`src/rtl/bcd_digit_encoder.sv`:
```
// Sequential binary-to-BCD converter (double dabble, one bit per clock) with a clamp at 999.
// The digit outputs are updated only on the done cycle, so readers always see a consistent triple.
module bcd_digit_encoder #(
    parameter int unsigned BIN_WIDTH = 16,
    parameter int unsigned MAX_VALUE = 999
) (
    input  logic                 clock,
    input  logic                 reset,
    input  logic                 start,
    input  logic [BIN_WIDTH-1:0] bin_in,
    output logic                 busy,
    output logic                 done,
    output logic [3:0]           ones,
    output logic [3:0]           tens,
    output logic [3:0]           hundreds,
    output logic                 overflow,
    output logic [1:0]           lead_blank
);

    localparam int unsigned CNT_W = $clog2(BIN_WIDTH + 1);
    localparam int unsigned BCD_W = 12;

    typedef enum logic [1:0] {
        S_IDLE,
        S_SHIFT,
        S_FIN
    } state_t;

    state_t               state;
    logic [BIN_WIDTH-1:0] shreg;
    logic [BCD_W-1:0]     bcd;
    logic [BCD_W-1:0]     bcd_adj;
    logic [CNT_W-1:0]     cnt;
    logic                 ovf;
    logic                 clamp;

    function automatic logic [3:0] add3(input logic [3:0] n);
        return (n >= 4'd5) ? n + 4'd3 : n;
    endfunction

    // All three nibbles are corrected in parallel ahead of the shift
    always_comb begin
        bcd_adj = {add3(bcd[11:8]), add3(bcd[7:4]), add3(bcd[3:0])};
        clamp   = bin_in > BIN_WIDTH'(MAX_VALUE);
    end

    always_ff @(posedge clock or posedge reset) begin
        if (reset) begin
            state      <= S_IDLE;
            shreg      <= '0;
            bcd        <= '0;
            cnt        <= '0;
            ovf        <= 1'b0;
            busy       <= 1'b0;
            done       <= 1'b0;
            ones       <= 4'd0;
            tens       <= 4'd0;
            hundreds   <= 4'd0;
            overflow   <= 1'b0;
            lead_blank <= 2'b11;
        end else begin
            case (state)
                S_IDLE: begin
                    done <= 1'b0;
                    if (start) begin
                        busy  <= 1'b1;
                        ovf   <= clamp;
                        shreg <= clamp ? BIN_WIDTH'(MAX_VALUE) : bin_in;
                        bcd   <= '0;
                        cnt   <= CNT_W'(BIN_WIDTH);
                        state <= S_SHIFT;
                    end else begin
                        busy <= 1'b0;
                    end
                end
                S_SHIFT: begin
                    // Top bit of the adjusted hundreds nibble can never be set on a clamped input
                    {bcd, shreg} <= {bcd_adj[BCD_W-2:0], shreg, 1'b0};
                    cnt          <= cnt - CNT_W'(1);
                    if (cnt == CNT_W'(1)) begin
                        state <= S_FIN;
                    end
                end
                S_FIN: begin
                    hundreds   <= bcd[11:8];
                    tens       <= bcd[7:4];
                    ones       <= bcd[3:0];
                    overflow   <= ovf;
                    lead_blank <= {bcd[11:8] == 4'd0, bcd[11:4] == 8'd0};
                    done       <= 1'b1;
                    state      <= S_IDLE;
                end
                default: state <= S_IDLE;
            endcase
        end
    end

endmodule

```
`config.mk`:
```
export PLATFORM = sky130hd
export DESIGN_NAME = bcd_digit_encoder
export DESIGN_NICKNAME = d
export VERILOG_FILES = /design/src/rtl/bcd_digit_encoder.sv
export SDC_FILE = /design/constraint.sdc
export NUM_CORES = 1
export LEC_CHECK = 0
export ABC_AREA = 1
export BUFFER_PORTS_ARGS = -buffer_cell sky130_fd_sc_hd__buf_2
export CORE_MARGIN = 2
export CORE_UTILIZATION = 56
export DETAILED_ROUTE_END_ITERATION = 8
export HOLD_SLACK_MARGIN = 0.03
export PLACE_DENSITY = 0.87
export SLEW_MARGIN = 25
export SYNTH_ARGS = -nofsm -noshare
export SYNTH_HDL_FRONTEND = slang
export SYNTH_SLANG_ARGS = --single-unit
```
`constraint.sdc`:
```
create_clock -name clock -period 2.2 [get_ports clock]
set_input_delay 0.44 -clock clock [delete_from_list [all_inputs] [get_ports clock]]
set_output_delay 0.44 -clock clock [all_outputs]
set_load 0.01 [all_outputs]
```
## After elaboration in Yosys (flattened, before gate mapping)

Index checks and enable logic that the tools add are counted.

- Flip-flop bits (word level): 53
- Bits of input ports: 19
- Output and inout bits: 17
- Word-level logic and storage cells: 48

- $add $sub $neg: 4
- $lt $le $gt $ge: 4
- Equality and inequality tests: 5
- Muxes and demuxes: 15
- Reductions and logical operators: 8

Operators with widths:

| operator | count |
|---|---|
| two-way mux 16 bit | 2 |
| one-hot mux 16 bit (2 select lines) | 1 |
| one-hot mux 12 bit (2 select lines) | 1 |
| > comparator 16 x 10 -> 1 bit (second input constant) | 1 |
| >= comparator 4 x 3 -> 1 bit (second input constant) | 3 |
| two-way mux 12 bit | 1 |
| one-hot mux 5 bit (2 select lines) | 1 |
| adder 4 x 2 -> 4 bit (second input constant) | 2 |
| logical NOT 8 bit | 1 |
| two-way mux 4 bit | 2 |
| AND reduction 2 bit | 3 |
| == test 5 x 1 -> 1 bit (second input constant) | 1 |
| two-way mux 5 bit | 1 |
| subtractor 5 x 1 -> 5 bit (second input constant) | 1 |
| logical NOT 4 bit | 1 |
| two-way mux 2 bit | 2 |
| != test 2 bit (second input constant) | 2 |
| one-hot mux 2 bit (2 select lines) | 1 |
| nonzero test 2 bit | 2 |
| adder 3 x 2 -> 3 bit (second input constant) | 1 |
| two-way mux 3 bit | 1 |
| == test 2 x 1 -> 1 bit (second input constant) | 1 |
| == test 2 bit (second input constant) | 1 |
| logical NOT 2 bit | 1 |
| other kinds (2) | 2 |

## Logic depth before layout (Yosys ltp)

Gate-level depths: netlist of the first run.

- Depth after elaboration: 4
- Depth in mapped cells: 9

## Worst setup path before layout of the first run

OpenSTA, ideal clock, no wires.

- Path kind: in2reg
- From: in bin_in[10]
- To: reg ovf
- Library setup time: 0.127 ns
- Arrival time: 1.083 ns
- Data required time: 2.073 ns
- Path slack: 0.990 ns
- Stages: 5
- Buffers on the path: 0
- Path through: or2_1 nor2_4 nand2_1 nand2_1 o21ai_0

- Longest elaborated chain between the ends: 1

RTL lines:

| what | RTL line | RTL |
|---|---|---|
| start, declared | 10 | `input logic [BIN_WIDTH-1:0] bin_in,` |
| > comparator 16 x 10 -> 1 bit | 44 | `clamp = bin_in > BIN_WIDTH'(MAX_VALUE);` |
| end signal, assigned | 67 | `ovf <= clamp;` |
| end, declared | 34 | `logic ovf;` |

No other way between the ends.
A chain may end at the register's enable or synchronous reset.

## Final worst setup path of the first run

- From: reg state[0]
- To: reg lead_blank[0]

- Longest elaborated chain between the ends: 1

RTL lines:

| what | RTL line | RTL |
|---|---|---|
| start, declared | 29 | `state_t state;` |
| start signal, assigned | 49 | `state <= S_IDLE;` |
| start signal, assigned | 71 | `state <= S_SHIFT;` |
| start signal, assigned | 81 | `state <= S_FIN;` |
| == test 2 bit | 62 | `case (state)` |
| end signal, assigned | 89 | `lead_blank <= {bcd[11:8] == 4'd0, bcd[11:4] == 8'd0};` |
| end, declared | 17 | `output logic [1:0] lead_blank` |

No other way between the ends.

==> results of run 1 <==
==> logic make-up after synthesis <==
group / Yosys count
simple gates: 153
flops: 53
compound gates: 48
fa+ha+maj: 8
buf+inv: 43
==> worst max-delay path, delay by kind of cell (launching register included) <==
family | cells | cell delay (ns)
buffers and inverters | 1 | 0.10
DFF | 1 | 0.45
AOI/OAI and AO/OA | 1 | 0.13
and+or+nand+nor | 3 | 0.76
==> final cells by class <==
cell class                      count  area, sq um
Clock buffer                        8         90.1
Sequential cell                    53         1330
Multi-Input combinational cell    209          998
Timing Repair Buffer               38          210
Inverter                           34          128
Fill cell                         382         1500
Tap cell                           52         65.1
==> Yosys cell counts <==
cell type,n,area [sq um]
nand2_1,91,342
dfrtp_1,51,1280
inv_1,31,116
nor2_1,29,109
o21ai_0,25,125
nand3_1,24,120
ha_1,8,100
o21ai_1,8,40.0
o22ai_1,7,43.8
buf_2,6,30.0
a21oi_1,4,20.0
inv_2,3,11.3
nand4_1,3,18.8
a22oi_1,2,15.0
buf_4,2,15.0
dfstp_2,2,52.6
nor2_2,2,12.5
nor2_4,2,22.5
buf_6,1,11.3
nand3b_1,1,7.51
o21a_1,1,7.51
o21ai_2,1,8.76
or2_1,1,6.26
==> metrics by stage <==
stage	util	cell area [sq um]	setup WS (ns)	hold WS, ns
after floorplan	-	2510	0.477	0.436
after global placement	0.631	2730	0.736	0.461
after detailed placement	0.631	2730	0.696	0.462
after CTS	0.652	2820	0.671	0.159
after global routing	0.652	2820	0.462	0.182
final	0.652	2820	0.698	0.148
==> cell usage in the layout, fill, tap and decap left out, drive strengths merged <==
master,n
a21oi,4
a22oi,2
buf,38
clkbuf,8
dfrtp,51
dfstp,2
ha,8
inv,34
nand2,91
nand3,24
nand3b,1
nand4,3
nor2,33
o21a,1
o21ai,34
o22ai,7
or2,1
==> registers in the layout (all words and copies together) (netlist names) <==
register,flops
done,1
ovf,1
lead_blank,2
overflow,1
cnt,5
hundreds,4
busy,1
bcd,12
tens,4
state,2
ones,4
shreg,16
==> final timing paths <==
path / depth (start not counted) / to
max in group asynchronous: 3 / shreg[3]
setup reg to reg: 5 / lead_blank[0]
setup / recovery: 5 / lead_blank[0]
hold / removal: 2 / bcd[1]
hold reg to reg: 2 / lead_blank[1]
min in group clock: 3 / shreg[0]
==> layer usage <==
layer	up-vias	routed length, um
met2	39	2240
met5	-	0
met1	932	2180
met3	10	174
li1	1044	-
met4	0	72
==> power by group <==
group	total [mW]	switching [mW]	internal, mW	leakage, nW
logic	1.65	1.02	0.624	0.781
clock network	0.546	0.289	0.257	0.0455
registers	1.66	0.251	1.41	0.641
==> results, run 1 <==
- The run finished with clean final reports.
- Port buffering added 35 buffers.
- The critical path starts at state[0].
- The largest single stage delay on the critical path is 0.45 ns.
- In this run the static leakage power is 1.47 nW.
- The worst setup path is of the reg2reg kind.
- In this run the most used layer during global routing was met2.
- The count of instances resized after the clock tree is built is 0.
- The max-slew violation total from the final report is 0.
- The post-synthesis compound-gate area fraction came to 0.104.
- The class of the tightest hold or removal check is in2async.
- The sum of net half-perimeters after detailed placement is 3470 um.
- The maximum operating frequency is 0.666 GHz.
- Buffers added to address setup during post-CTS repair amount to 0.
- In the synthesized netlist, the number of instances is 305.
- STA classifies the critical path startpoint as a flop.
- The design draws 3.86 mW.
- The global route total overflow is 0.
- The standard cell with the maximum stage delay on the critical path is dfrtp_1.
- The reg-to-reg setup timing slack is 0.70 ns.
- The net count of the finished layout is 368.
- The number of violations of the max-capacitance limit is 0.
- In the routed design, unresolved DRC markers number 0.
- Data on the critical path is required at its endpoint by 2.43 ns.
- The clock arrives with 0.00463 ns of skew.
- The transition time at the pin with the least slew margin is approximately 0.76 ns.
- The width of the die is 71.0 um.
- The final clock period utilization by the worst path is 0.683.
- The number of standard cells in the final layout excluding fillers is between 300 and 400.
- The number of antenna violations at the first check in global routing is 0.
- Counting every sink on the clock net gives 53.
- After synthesis, the largest family of logic cells by area is simple AND/OR/NAND/NOR gates.
- A synthesized cell averages between 8 and 9 sq um.
- The worst register-to-register path begins at state[0].
- The fraction of met1 tracks used by global routing is 0.267.
- The initial core utilization is 0.581.
- Setup repair after global routing left no endpoint under its margin.
- The first global-routing pass estimated 8340 um of wire.
- The number of iterations in the first detailed-routing pass is 4.
- In the global route stage, met3 resource usage came out at 0.0470.
- The layout cell share with drive strength beyond 1 is 0.161.
- Routability-driven placement finished with a final weighted congestion of approximately 0.84.
- For this block, the routed nets add up to 4670 um of wire.
- The final-report hold violation count is 0.
- Of the total synthesized cell area, the portion taken by AND, OR, NAND and NOR gates is 0.254.
- Headroom to the max-slew limit came out at 0.495.
- The largest fanout on the critical path is 30.
- The TritonCTS buffer count is 5.
- The sequential element share of the synthesized area is 0.529.
- The number of synthesized register bits is between 50 and 60.
- The clock period minus final worst setup slack is about 1.5 ns.
- The die is 71.0 um tall.
- No sink is reached through more buffers than the 2 on the longest clock path.
- The antenna diode count is 0.
- The xor/xnor cell area share of the yosys netlist is 0.
- The via count normalized by instance count is roughly 5.1.
- The H-tree level count is 2.
- The number of violations reported at the end of detailed-routing iteration 0 is around 120.
- Setup violations remaining at the end of the flow were counted as 0.
- The worst setup path is captured at a flop.
- The detailed-route wire length per cell is 11.8 um.
- The die covers 5040 sq um.
- The critical path goes through inv_2 -> nand2_1 -> nor2_2 -> nand3_1 -> o21ai_1.
- At the worst endpoint, the arrival time is 1.73 ns.
- During synthesis, Yosys emitted a total of 0 warnings.
- The total power density per cell area is 1370 nW/um^2.
- The remaining antenna violation count is 0.
- Of the total synthesized cell area, the portion taken by full adders, half adders and majority gates is 0.0399.
- The floorplan row count is 24.
- The worst-case vdd ir drop is 644 uV.
- The tree is rooted in a clkbuf_8.
- After floorplanning, the core was sized to cover approximately 4300 sq um.
- The final-layout setup total negative slack is 0 ns.
- The multiplexer share of the synthesized area is 0.
- The number of global-route vias before repair came to about 2.0k.
- The clock latency at the later pin of the worst-skew pair is 0.30 ns.
- The overall routing resource usage is 0.207.
- The final route contains 2025 vias.
- The cell count after placement is roughly 390.
- The distinct cell type count after synthesis is 23.
- The clock tree from TritonCTS is built.
- Hold repair after CTS inserted 0 buffers.
- The clock-pin slew of the registers on the worst-case setup and hold paths is 0.09 ns.
- Entering global routing, the biggest net connects 32 pins.
- The area of the mapped netlist is about 2500 sq um.
- The synthesized net count is about 330.
- The global routing usage on met2 is 0.341.
- The I/O pin count is 36.
- Relative to the synthesized area, the layout overhead comes to 12.3%.
(Power assumes the default switching activity.)
==> inputs of run 2 (changes only) <==
==> constraint.sdc (replaced) <==
create_clock -name clock -period 1.5 [get_ports clock]
set_input_delay 0.3 -clock clock [delete_from_list [all_inputs] [get_ports clock]]
set_output_delay 0.3 -clock clock [all_outputs]
set_load 0.01 [all_outputs]
==> results, run 2 (synthesized netlist as in run 1, its figures left out) <==
- The remaining antenna violation count is 0 (unchanged).
- The cell count after placement came to 392 (was 386).
- The smallest setup slack after layout is 0.193 ns (was 0.698 ns).
- The detailed-route wire length per cell came to 11.8 um (about the same).
- The TritonCTS buffer count is 5 (unchanged).
- The clock network fraction of design power is 0.146 (was 0.142).
- The wire length of the first global-routing pass came to 8480 um (was 8340 um).
- The type of destination of the critical path is a flop (unchanged).
- The height of the die is 71.0 um (unchanged).
- The number of standard cells in the final layout excluding fillers is 401 (was 394).
- The pin count of the biggest net entering global routing was 31 (was 32).
- The I/O pin count came to 36 (unchanged).
- The final-layout setup total negative slack is 0 ns (unchanged).
- The initial core utilization is 0.581 (unchanged).
- The max-slew violation total from the final report is 0 (unchanged).
- The number of violations of the max-capacitance limit is 0 (unchanged).
- The max-slew headroom at the worst pin was 0.791 (was 0.495).
- The layout cell share with drive strength beyond 1 is 0.181 (was 0.161).
- The nature of the critical path startpoint is a flop (unchanged).
- The reg-to-reg setup timing slack is 0.19 ns (was 0.70 ns).
- The biggest cell delay along the critical path was 0.40 ns (was 0.45 ns).
- Most frequent cells in the layout: nand2_1, dfrtp_1, buf_2 (unchanged).
- The total power density per cell area is 1980 nW/um^2 (was 1370 nW/um^2).
- The number of setup violations in the final report came to 0 (unchanged).
- The width of the die is 71.0 um (unchanged).
- The flip-flop count of the largest register, all copies and words added is 16 (unchanged).
- Regs by FF count: shreg (16), bcd (12), cnt (5) (unchanged).
- The number of clock sinks seen by CTS is 53 (unchanged).
- The clock period minus final worst setup slack is 1.31 ns (was 1.50 ns).
- The die footprint is 5040 sq um (unchanged).
- The global route total overflow was 0 (unchanged).
- The final clock period utilization by the worst path is 0.872 (was 0.683).
- The worst-case vdd ir drop was 839 uV (was 644 uV).
- The antenna diode count is 0 (unchanged).
- The floorplan row count was 24 (unchanged).
- Status: finished, final reports clean (unchanged).
- The class of the tightest hold or removal check was in2reg (was in2async).
- The total length of routed wires came to 4750 um (was 4670 um).
- RSZ-0062 raised after global routing: no (unchanged).
- The H-tree level count is 2 (unchanged).
- The register with the most flip-flops was shreg (unchanged).
- The area growth from synthesis to layout is 15.3% (was 12.3%).
- The worst path required time is 1.75 ns (was 2.43 ns).
- The layout net count is 375 (was 368).
- Series of cell instances along the critical path: inv_1 -> ha_1 -> inv_1 -> nand2_1 -> nand3_1 -> nand2_1 -> nand3_1 -> o21ai_1 (was inv_2 -> nand2_1 -> nor2_2 -> nand3_1 -> o21ai_1).
- The total of buffers placed on input and output ports was 35 (unchanged).
- The part of the total power dissipated in combinational logic came to 0.431 (was 0.427).
- The net switching share of the total power is 0.410 (was 0.406).
- The worst slack at placement is 0.229 ns (was 0.696 ns).
- The final RePlAce weighted congestion is 0.832 (was 0.838).
- The most common cell after layout, fill and taps aside is nand2_1 (unchanged).
- The cell class contributing the biggest share of worst-path delay is simple AND/OR/NAND/NOR gates (unchanged).
- The sum of net half-perimeters after detailed placement came to 3390 um (was 3470 um).
- The number of antenna violations at the first check in global routing is 0 (unchanged).
- The via count normalized by instance count is 5.11 (was 5.14).
- The count of instances resized after the clock tree is built came to 0 (unchanged).
- The core box area is 4320 sq um (unchanged).
- The maximum operating frequency is 0.765 GHz (was 0.666 GHz).
- The overall routing resource usage was 0.212 (was 0.207).
- The sequential share of power is 0.424 (was 0.431).
- The transition time at the pin with the least slew margin was 0.312 ns (was 0.756 ns).
- The critical path data arrival time is 1.55 ns (was 1.73 ns).
- The clock latency at the later pin of the worst-skew pair is 0.32 ns (was 0.30 ns).
- The clock-pin slew of the registers on the worst-case setup and hold paths is 0.10 ns (was 0.09 ns).
- The final core utilization is 0.670 (was 0.652).
- The final-report hold violation count came to 0 (unchanged).
- The routed via count was 2051 (was 2025).
- The DRC violation count after routing is 0 (unchanged).
- The internal power is 3.39 mW (was 2.29 mW).
- The number of violations reported at the end of detailed-routing iteration 0 came to 206 (was 122).
- The worst-case clock skew was 0.0125 ns (was 0.00463 ns).
- The path type of the worst setup path is reg2reg (unchanged).
- The number of global-route vias before repair is 2022 (was 1955).
- The number of iterations in the first detailed-routing pass is 4 (unchanged).
- The clock tree root driver cell is clkbuf_8 (unchanged).
- The clock tree from TritonCTS is built (unchanged).
- The switching power total is 2.36 mW (was 1.56 mW).
- The standard cell with the maximum stage delay on the critical path was dfrtp_1 (unchanged).
- The total leakage power is 1.51 nW (was 1.47 nW).
- The largest fanout on the critical path came to 5 (was 30).
- The largest buffer count on any clock path is 2 (unchanged).
- The total buffers and inverters traversed by the critical path is 2 (was 1).
==> run 2: routing by layer <==
| metal | up-vias | global-route usage | share of wire |
|---|---|---|---|
| met3 | 9 | 0.0413 | 0.046 |
| li1 | 1061 | - | - |
| met2 | 61 | 0.343 | 0.48 |
| met4 | 0 | 0.109 | 0.018 |
| met1 | 920 | 0.274 | 0.46 |
| met5 | - | 0 | 0 |
==> run 2: area by class of cell <==
type	instances	area [sq um]
inverters	34	131
well taps	52	65.1
repair buffers	45	278
flip-flops and latches	53	1330
clock inverters	3	26.3
fillers	361	1430
clock buffers	5	68.8
multi-input cells	209	998
==> run 2: metrics by stage <==
| stage | hold slack [ns] | total power [mW] | area, sq um |
|---|---|---|---|
| floorplan | 0.361 | 4.26 | 2510 |
| global placement | 0.278 | 4.81 | 2790 |
| detailed placement | 0.281 | 4.93 | 2790 |
| CTS | 0.191 | 5.78 | 2900 |
| global route | 0.214 | 6.31 | 2900 |
| finish | 0.199 | 5.75 | 2900 |
==> run 2: worst reg2reg max path: cells and delay by family, from the launching register on <==
| kind | cells | cell delay (ns) |
|---|---|---|
| AOI/OAI and AO/OA | 1 | 0.07 |
| adders and majority gates | 1 | 0.18 |
| and+or+nand+nor | 4 | 0.41 |
| buffers and inverters | 2 | 0.18 |
| DFF | 1 | 0.40 |
==> run 2: timing repair <==
item                      CTS  global route
hold endpoints to repair   12             0
setup buffers               0             0
hold buffers                1             0
==> run 2: worst paths after layout <==
check                                 to  cells after the start       from
min reg2reg                       cnt[4]                      1     cnt[4]
min                             shreg[0]                      3  bin_in[0]
max reg2reg                       bcd[2]                      8     bcd[0]
max                               bcd[2]                      8     bcd[0]
max in group asynchronous  lead_blank[1]                      4      reset
min in group asynchronous         bcd[2]                      3      reset
==> run 2: power groups by stage <==
stage	logic, mW	registers [mW]	clock network [mW]
floorplan	1.79	2.47	0
global placement	2.37	2.44	0
detailed placement	2.47	2.46	0
CTS	2.49	2.43	0.859
global route	2.89	2.51	0.906
finish	2.48	2.44	0.837
==> inputs of run 3 (changes only) <==
--- a/config.mk
+++ b/config.mk
@@ -7,11 +7,13 @@
 export LEC_CHECK = 0
 export ABC_AREA = 1
 export BUFFER_PORTS_ARGS = -buffer_cell sky130_fd_sc_hd__buf_2
+export CELL_PAD_IN_SITES_DETAIL_PLACEMENT = 1
+export CELL_PAD_IN_SITES_GLOBAL_PLACEMENT = 1
 export CORE_MARGIN = 2
-export CORE_UTILIZATION = 56
+export CORE_UTILIZATION = 42
 export DETAILED_ROUTE_END_ITERATION = 8
 export HOLD_SLACK_MARGIN = 0.03
-export PLACE_DENSITY = 0.87
+export PLACE_DENSITY = 0.88
 export SLEW_MARGIN = 25
 export SYNTH_ARGS = -nofsm -noshare
 export SYNTH_HDL_FRONTEND = slang
==> results, run 3 (synthesized netlist as in run 1, its figures left out) <==
- The switching power total is 2.57 mW (was 2.36 mW).
- The register with the most flip-flops is shreg (unchanged).
- Most frequent cells in the layout: nand2_1, dfrtp_1, buf_2 (unchanged).
- The DRC violation count after routing is 0 (unchanged).
- The biggest cell delay along the critical path is 0.47 ns (was 0.40 ns).
- The total leakage power is 1.51 nW (about the same).
- The wire length of the first global-routing pass is 10300 um (was 8480 um).
- The number of violations reported at the end of detailed-routing iteration 0 came to 113 (was 206).
- The net switching share of the total power is 0.418 (was 0.410).
- The number of iterations in the first detailed-routing pass is 4 (unchanged).
- Status: finished, final reports clean (unchanged).
- The number of antenna violations at the first check in global routing is 0 (unchanged).
- The area of the multi-input gates came to 998 sq um (unchanged).
- Regs by FF count: shreg (16), bcd (12), cnt (5) (unchanged).
- The part of the total power dissipated in combinational logic is 0.433 (was 0.431).
- The smallest setup slack after layout is 0.109 ns (was 0.193 ns).
- The worst path required time is 1.68 ns (was 1.75 ns).
- The TritonCTS buffer count is 5 (unchanged).
- The via count normalized by instance count came to 5.11 (about the same).
- The global route total overflow was 0 (unchanged).
- The number of violations of the max-capacitance limit is 0 (unchanged).
- The width of the die was 81.3 um (was 71.0 um).
- The final clock period utilization by the worst path came to 0.927 (was 0.872).
- The maximum operating frequency is 0.719 GHz (was 0.765 GHz).
- The hold slack is 0.203 ns (was 0.199 ns).
- RSZ-0062 raised after global routing: no (unchanged).
- The sum of net half-perimeters after detailed placement is 4320 um (was 3390 um).
- The initial core utilization was 0.429 (was 0.581).
- The standard cell with the maximum stage delay on the critical path is dfrtp_1 (unchanged).
- The final core utilization is 0.502 (was 0.670).
- The H-tree level count is 2 (unchanged).
- The class of the tightest hold or removal check is in2reg (unchanged).
- The worst-case clock skew was 0.0101 ns (was 0.0125 ns).
- The final RePlAce weighted congestion is 0.776 (was 0.832).
- The clock-pin slew of the registers on the worst-case setup and hold paths was 0.10 ns (about the same).
- The total buffers and inverters traversed by the critical path is 2 (unchanged).
- The cell count after placement came to 416 (was 392).
- The die footprint is 6610 sq um (was 5040 sq um).
- The I/O pin count is 36 (unchanged).
- The total length of routed wires is 6170 um (was 4750 um).
- The core box area is 5850 sq um (was 4320 sq um).
- The internal power is 3.57 mW (was 3.39 mW).
- The total power density per cell area is 2090 nW/um^2 (was 1980 nW/um^2).
- The number of clock sinks seen by CTS is 53 (unchanged).
- In this design, the critical path's most frequently occurring cell is o21ai_0.
- The height of the die is 81.3 um (was 71.0 um).
- The number of setup violations in the final report is 0 (unchanged).
- The sequential share of power is 0.404 (was 0.424).
- The most common cell after layout, fill and taps aside is nand2_1 (unchanged).
- The max-slew headroom at the worst pin is 0.809 (was 0.791).
- The final-layout setup total negative slack came to 0 ns (unchanged).
- The detailed-route wire length per cell is 14.5 um (was 11.8 um).
- The area after detailed placement is 2820 sq um (was 2790 sq um).
- The register cell area after layout is 1330 sq um (about the same).
- The max-slew violation total from the final report is 0 (unchanged).
- The worst-case vdd ir drop came to 629 uV (was 839 uV).
- The number of global-route vias before repair is 2123 (was 2022).
- The clock tree from TritonCTS is built (unchanged).
- The overall routing resource usage is 0.204 (was 0.212).
- The largest buffer count on any clock path is 2 (unchanged).
- The path type of the worst setup path is reg2reg (unchanged).
- The type of destination of the critical path is a flop (unchanged).
- The transition time at the pin with the least slew margin is 0.284 ns (was 0.312 ns).
- The layout cell share with drive strength beyond 1 came to 0.183 (was 0.181).
- The number of filler cells placed in the layout came to 727 (was 361).
- The final-report hold violation count was 0 (unchanged).
- The antenna diode count is 0 (unchanged).
- The post-layout total power is 6.14 mW (was 5.75 mW).
- The clock period minus final worst setup slack is 1.39 ns (was 1.31 ns).
- The worst slack at placement was 0.189 ns (was 0.229 ns).
- The layout net count was 376 (was 375).
- The number of standard cells in the final layout excluding fillers is 425 (was 401).
- The pin count of the biggest net entering global routing is 44 (was 31).
- The nature of the critical path startpoint is a flop (unchanged).
- The clock tree root driver cell is clkbuf_8 (unchanged).
- The cell class contributing the biggest share of worst-path delay is flip-flops (was simple AND/OR/NAND/NOR gates).
- The total of buffers placed on input and output ports is 35 (unchanged).
- The clock latency at the later pin of the worst-skew pair is 0.31 ns (was 0.32 ns).
- The routed via count is 2170 (was 2051).
- The clock network fraction of design power is 0.163 (was 0.146).
- The flip-flop count of the largest register, all copies and words added is 16 (unchanged).
- The final non-filler cell area came to 2940 sq um (was 2900 sq um).
- Series of cell instances along the critical path: inv_2 -> nand2_1 -> buf_4 -> a21oi_1 -> o21ai_0 -> o21ai_0 (was inv_1 -> ha_1 -> inv_1 -> nand2_1 -> nand3_1 -> nand2_1 -> nand3_1 -> o21ai_1).
- The largest fanout on the critical path is 8 (was 5).
- The floorplan row count was 28 (was 24).
- The critical path data arrival time is 1.57 ns (was 1.55 ns).
- The remaining antenna violation count is 0 (unchanged).
- The area growth from synthesis to layout is 17.0% (was 15.3%).
## run 3: tightest hold or removal path, cell delays in order
cell     delay [ns]
buf_2          0.07
nand2_1        0.04
nand3_1        0.07
## run 3: worst paths after layout
path	startpoint	endpoint	slack, ns	depth (start not counted)
worst max-delay path	state[1]	bcd[7]	0.11	6
worst min-delay path	bin_in[0]	shreg[0]	0.20	3
worst max register to register	state[1]	bcd[7]	0.11	6
worst min register to register	lead_blank[0]	lead_blank[0]	0.48	2
max in group asynchronous	reset	lead_blank[1]	0.46	4
min in group asynchronous	reset	ones[2]	0.48	3
## run 3: final cells by class
type	instances	share of cell area
Inverter	34	0.0447
Clock buffer	6	0.0247
Clock inverter	2	0.0132
Timing Repair Buffer	46	0.0928
Tap cell	75	0.0319
Sequential cell	53	0.453
Multi-Input combinational cell	209	0.340
## run 3: power by group through the flow
| stage | sequential [mW] | combinational, mW | clock, mW |
|---|---|---|---|
| finish | 2.48 | 2.66 | 1.00 |
| global route | 2.58 | 3.07 | 1.07 |
| CTS | 2.48 | 2.68 | 1.02 |
| detailed placement | 2.50 | 2.61 | 0 |
| global placement | 2.46 | 2.46 | 0 |
| floorplan | 2.47 | 1.79 | 0 |
## run 3: metal layers
layer | vias to the layer above | global-route usage | routed length (um)
met3 | 12 | 0.0322 | 218
met1 | 1051 | 0.275 | 2810
li1 | 1060 | - | -
met4 | 0 | 0.0746 | 112
met2 | 47 | 0.330 | 3030
met5 | - | 0 | 0
## run 3: repair_timing
action | CTS | global route
hold buffers | 1 | 0
hold endpoints to repair | 10 | 0
endpoints found under the setup margin | 0 | 3
gates resized for setup | 0 | 1
buffers inserted | 0 | 0
